--- config.mk ---
export PLATFORM = sky130hd
export DESIGN_NAME = rb_write_ctrl
export DESIGN_NICKNAME = d
export VERILOG_FILES = /design/src/rtl/rb_write_ctrl.sv
export SDC_FILE = /design/constraint.sdc
export NUM_CORES = 1
export LEC_CHECK = 0
export CORE_ASPECT_RATIO = 1.5
export CORE_MARGIN = 5
export CORE_UTILIZATION = 44
export CTS_CLUSTER_DIAMETER = 100
export DETAILED_ROUTE_END_ITERATION = 12
export PLACE_DENSITY = 0.82
export SETUP_SLACK_MARGIN = 0.2
export SLEW_MARGIN = 0
export SYNTH_ARGS = -nofsm -noshare
export SYNTH_HDL_FRONTEND = slang
export SYNTH_SLANG_ARGS = --single-unit
--- constraint.sdc ---
create_clock -name clk -period 2.1 [get_ports clk]
set_input_delay 0.63 -clock clk [delete_from_list [all_inputs] [get_ports clk]]
set_output_delay 0.63 -clock clk [all_outputs]
set_load 0.02 [all_outputs]
--- src/rtl/rb_write_ctrl.sv ---
// Write-side controller for BRAM-packed row buffers.
// Tracks frame/row/column state and rotates the active lane at each line end.
module rb_write_ctrl #(
    parameter int RBS         = 3,
    parameter int PIXEL_WIDTH = 8,
    parameter int IMG_WIDTH   = 640,
    parameter int IMG_HEIGHT  = 480,
    parameter int COL_ADDR    = 10,
    parameter int RB_ADDR     = 2
) (
    input  logic                       clk,
    input  logic                       rst_n,
    input  logic                       s_valid,
    output logic                       s_ready,
    input  logic                       s_sof,
    input  logic [PIXEL_WIDTH-1:0]     s_data,
    input  logic                       stall,
    output logic [RBS-1:0]             bram_we,
    output logic [COL_ADDR-1:0]        bram_waddr,
    output logic [RBS*PIXEL_WIDTH-1:0] bram_wdata,
    output logic                       bram_re,
    output logic [COL_ADDR-1:0]        bram_raddr,
    output logic [RB_ADDR-1:0]         rd_sel,
    output logic                       win_valid,
    output logic                       line_end,
    output logic                       frame_end,
    output logic                       sof_err
);

    // Wide enough that RBS-1 never aliases when IMG_HEIGHT is tiny.
    localparam int ROW_W = $clog2(IMG_HEIGHT + RBS + 1);
    localparam logic [COL_ADDR-1:0] LAST_COL = COL_ADDR'(IMG_WIDTH - 1);
    localparam logic [ROW_W-1:0] LAST_ROW = ROW_W'(IMG_HEIGHT);
    localparam logic [ROW_W-1:0] FULL_ROW = ROW_W'(RBS - 1);
    localparam logic [RB_ADDR-1:0] LAST_PTR = RB_ADDR'(RBS - 1);

    typedef enum logic [1:0] {IDLE, FILL, STREAM} state_t;

    state_t               state, state_n, e_state;
    logic [COL_ADDR-1:0]  col, col_n, e_col;
    logic [ROW_W-1:0]     row, row_n, e_row;
    logic [RB_ADDR-1:0]   wr_ptr, ptr_n, e_ptr, sel_n;
    logic                 acc, wr, win, le, fe, err;

    assign s_ready = rst_n & ~stall;
    assign acc     = s_valid & s_ready;
    assign sel_n   = (e_ptr == LAST_PTR) ? '0 : e_ptr + RB_ADDR'(1);

    always_comb begin
        state_n = state;
        col_n   = col;
        row_n   = row;
        ptr_n   = wr_ptr;
        e_state = state;
        e_col   = col;
        e_row   = row;
        e_ptr   = wr_ptr;
        wr      = 1'b0;
        win     = 1'b0;
        le      = 1'b0;
        fe      = 1'b0;
        err     = 1'b0;
        if (acc) begin
            // A sof pixel restarts the frame from any state.
            if (s_sof) begin
                e_state = FILL;
                e_col   = '0;
                e_row   = '0;
                e_ptr   = '0;
            end
            if (e_state == IDLE) begin
                err = 1'b1;
            end else begin
                wr      = 1'b1;
                win     = (e_state == STREAM);
                state_n = e_state;
                row_n   = e_row;
                ptr_n   = e_ptr;
                if (e_col == LAST_COL) begin
                    le    = 1'b1;
                    col_n = '0;
                    row_n = e_row + ROW_W'(1);
                    ptr_n = sel_n;
                    if (row_n == LAST_ROW) begin
                        fe      = 1'b1;
                        state_n = IDLE;
                        row_n   = '0;
                        ptr_n   = '0;
                    end else if (e_state == FILL && row_n == FULL_ROW) begin
                        state_n = STREAM;
                    end
                end else begin
                    col_n = e_col + COL_ADDR'(1);
                end
            end
        end
    end

    always_ff @(posedge clk or negedge rst_n) begin
        if (!rst_n) begin
            state  <= IDLE;
            col    <= '0;
            row    <= '0;
            wr_ptr <= '0;
        end else begin
            state  <= state_n;
            col    <= col_n;
            row    <= row_n;
            wr_ptr <= ptr_n;
        end
    end

    always_ff @(posedge clk or negedge rst_n) begin
        if (!rst_n) begin
            bram_we    <= '0;
            bram_waddr <= '0;
            bram_wdata <= '0;
            bram_re    <= 1'b0;
            bram_raddr <= '0;
            rd_sel     <= '0;
            win_valid  <= 1'b0;
            line_end   <= 1'b0;
            frame_end  <= 1'b0;
            sof_err    <= 1'b0;
        end else begin
            bram_we    <= wr ? (RBS'(1) << e_ptr) : '0;
            bram_waddr <= wr ? e_col : '0;
            bram_wdata <= wr ? {RBS{s_data}} : '0;
            bram_re    <= wr;
            bram_raddr <= wr ? e_col : '0;
            rd_sel     <= wr ? sel_n : '0;
            win_valid  <= win;
            line_end   <= le;
            frame_end  <= fe;
            sof_err    <= err;
        end
    end

endmodule

==> flow_metrics.env <==
export IMPL_status="complete, but fails checks"
export IMPL_violations="setup timing"
export IMPL_worstSetupPathType="input pin to flop"
export IMPL_synth_ff_type="dfrtp_1"
export IMPL_fin_area_um2=3900
export IMPL_synth_edff_count=0
export IMPL_drv_cap=0
export IMPL_syn_nets=283
export IMPL_dp_cells=410
export IMPL_finalHoldWorstSlack_ns=0.4516
export IMPL_worstPathRequired_ns=2.31
export IMPL_viasPerCell=5.716
export IMPL_grt_max_degree=51
export IMPL_crit_fanout=6
export IMPL_hp_class="input pin to asynchronous set/reset pin"
export IMPL_r2r_slack_ns=0.03
export IMPL_peakVddDrop_v=0.0002536
export IMPL_dieArea_um2=7639
export IMPL_placed_area_um2=3490
export IMPL_gp_congestion=0.9353
export IMPL_grt_pass1_vias=2435
export IMPL_final_layout_size_suffix_gt1_share_pct=29.61
export IMPL_clk_pin_slew_worst_paths_ns=0.10
export IMPL_nets=374
export IMPL_crit_path_end_kind="flop"
export IMPL_numCtsBuffers=5
export IMPL_rsz0062_at_grt="true"
export IMPL_final_hold_violation_count=0
export IMPL_cp_start_kind="input pin"
export IMPL_synth_top_area_share_pct=47.69
export IMPL_setup_viol=10
export IMPL_wl_per_cell_um=18.21
export IMPL_ys_warn_count=0
export IMPL_maxSlewViolCount=0
export IMPL_insertion_delay_ns=0.31
export IMPL_io_pins=68
export IMPL_row_count=34
export IMPL_synth_cell_types=50
export IMPL_seq_area_frac_synth_pct=47.69
export IMPL_dp_hpwl_um=5000
export IMPL_worst_slack_ns=-0.1635
export IMPL_grt_usage_pct=19.91
export IMPL_pwr_density_cell_nw_per_um2=473.0
export IMPL_finalWirelength_um=7829
export IMPL_fin_cells=430
export IMPL_timing_fmax_mhz=441.8
export IMPL_drt_first_pass_iters=5
export IMPL_relSlewSlack_pct=57.17
export IMPL_reg2reg_depth=8
export IMPL_route_detailed_drc=0
export IMPL_num_vias=2458
export IMPL_postCtsHoldBufs=0
export IMPL_clockBufferDepth=2
export IMPL_antenna_found_initial=0
export IMPL_antenna_cells=0
export IMPL_synthCells=266
export IMPL_syn_cell_area_um2=2624
export IMPL_cts_root_buffer="clkbuf_8"
export IMPL_yosys_top_cells_area="dfrtp_1 48%, buf_4 7.7%, and2_1 4.3%, o21ai_0 3.6%, nand2_1 2.9%"
export IMPL_synthArstFlopShare_pct=100.0
export IMPL_drtIter0Drc=207
export IMPL_start_util_pct=45.35
export IMPL_ys_ff_latch=50
export IMPL_synth_common_cells="50 x dfrtp_1, 27 x buf_4, 20 x nand2_1"
export IMPL_synth_avg_cell_area_um2=9.864
export IMPL_htreeDepth=2
export IMPL_cts_tree="yes"
export IMPL_yosysMostFrequentCell="dfrtp_1"
export IMPL_grt_remaining_overflow=0
export IMPL_io_buffers=67
export IMPL_fp_dieH_um=104.6
export IMPL_yosys_area_top_type="dfrtp_1"
export IMPL_grt_first_pass_wirelength_um=11970
export IMPL_worst_pin_slew_ns=0.6424
export IMPL_finalCritPeriodShare_pct=107.8
export IMPL_cellLeakagePower_nw=2.037
export IMPL_cts_sinks=50
export IMPL_reg2reg_from="row[0]$_DFFE_PN0P_"
export IMPL_die_width_um=73.05
export IMPL_clock_skew_ns=0.01025
export IMPL_coreArea_um2=5786
export IMPL_drt_antenna_violating_nets=0
export IMPL_syn2layout_area_growth_pct=48.64
export IMPL_finalCriticalPeriod_ns=2.264
export IMPL_rr_endpoint="state[0]$_DFFE_PN0P_"
export IMPL_cp_data_arrival_time_ns=2.47
==> placed cells by master, fill, tap and decap left out, types with 3 or more instances in the layout <==
master           netlist  routed
nor2b_1                8       4
inv_1                  6       5
clkbuf_8               0       5
nand3_1               11       9
nor2b_4                0       4
o21ai_1                1      13
buf_4                 27      42
xor2_1                 4       3
o21ai_0               19       3
mux2i_1                3       3
dlygate4sd2_1          0      41
clkdlybuf4s50_1        0      10
o31ai_1                5       4
buf_6                  1      15
nand4_1                5       5
nor2_1                10       9
nand4b_1               6       6
and2_1                18      18
nor3_1                11       7
dlymetal6s2s_1         0      13
nor3_2                 1       4
dfrtp_1               50      50
o21ai_2                0       4
a21oi_1                4       4
nand2_1               20      19
==> kinds of logic (layout without fill, tap and decap cells) <==
logic type / after synthesis / count (layout) / synth area share, %
simple gates: 107 / 107 / 23.61
flops: 50 / 50 / 47.69
compound gates: 49 / 49 / 12.73
buf+inv: 47 / 139 / 10.92
xor+xnor: 6 / 6 / 2.003
fa+ha+maj: 4 / 4 / 1.908
mux: 3 / 3 / 1.145
==> stage by stage <==
step	setup slack, ns	setup TNS, ns	util [%]	power, mW
after detailed placement	-0.8844	-26.03	60.32	1.245
final	-0.1635	-0.8066	67.41	1.845
after global routing	-0.2093	-1.825	67.41	1.908
after floorplan	-0.7375	-10.23	-	1.134
after global placement	-0.8549	-24.13	60.32	1.238
after CTS	-0.1110	-0.5837	65.40	1.834
==> state kept, by name, indices dropped and copies added (netlist names) <==
register / cells
bram_re: 1
col: 10
frame_end: 1
bram_we: 2
state: 2
win_valid: 1
sof_err: 1
row: 9
bram_raddr: 10
rd_sel: 2
wr_ptr: 2
line_end: 1
bram_wdata: 8
==> layout make-up <==
type	instances	area, um2
multi-input combinational	169	1292
clock inverter	3	23.77
timing repair buffer	124	1146
sequential	50	1251
tap	72	90.09
inverter	7	27.53
fill	457	1886
clock buffer	5	68.82
==> worst max-delay path, stage by stage <==
cell and delay [ns]:
buf_6 0.09, buf_8 0.13, buf_6 0.13, nor2b_4 0.10
ha_2 0.18, nand4b_1 0.13, or3_4 0.43, or4_1 0.41
o211a_1 0.23
==> report_power, final <==
group	internal [mW]	total, mW	switching [mW]
registers	0.987	1.01	0.0219
clock network	0.239	0.585	0.346
logic	0.117	0.251	0.134
total	1.34	1.84	0.502
==> worst max-delay path by stage <==
stage           from              endpoint  slack [ns]  depth (start not counted)
6_report       s_sof  state[0]$_DFFE_PN0P_       -0.16                          9
3_5_place_dp   s_sof  state[0]$_DFFE_PN0P_       -0.88                          9
4_1_cts        s_sof  state[0]$_DFFE_PN0P_       -0.11                          9
3_3_place_gp   s_sof  state[0]$_DFFE_PN0P_       -0.85                          6
2_1_floorplan  s_sof  state[0]$_DFFE_PN0P_       -0.74                         10
5_1_grt        s_sof  state[0]$_DFFE_PN0P_       -0.21                          9
==> metal layers <==
layer  up-vias  routed length [um]  global-route usage (%)
met5         -                   0                       0
met4         0                 251                   9.235
met3        24                 550                   2.786
met2       128                4309                   36.11
met1      1209                2717                   22.09
li1       1097                   -                       -
==> timing repair <==
item,CTS,global route
hold endpoints to repair,0,0
pin swaps,24,8
resized for setup,103,26
endpoints found under the setup margin,90,47
buffers inserted,9,3
gates cloned,0,0
Power figures use the tool's default switching activity.
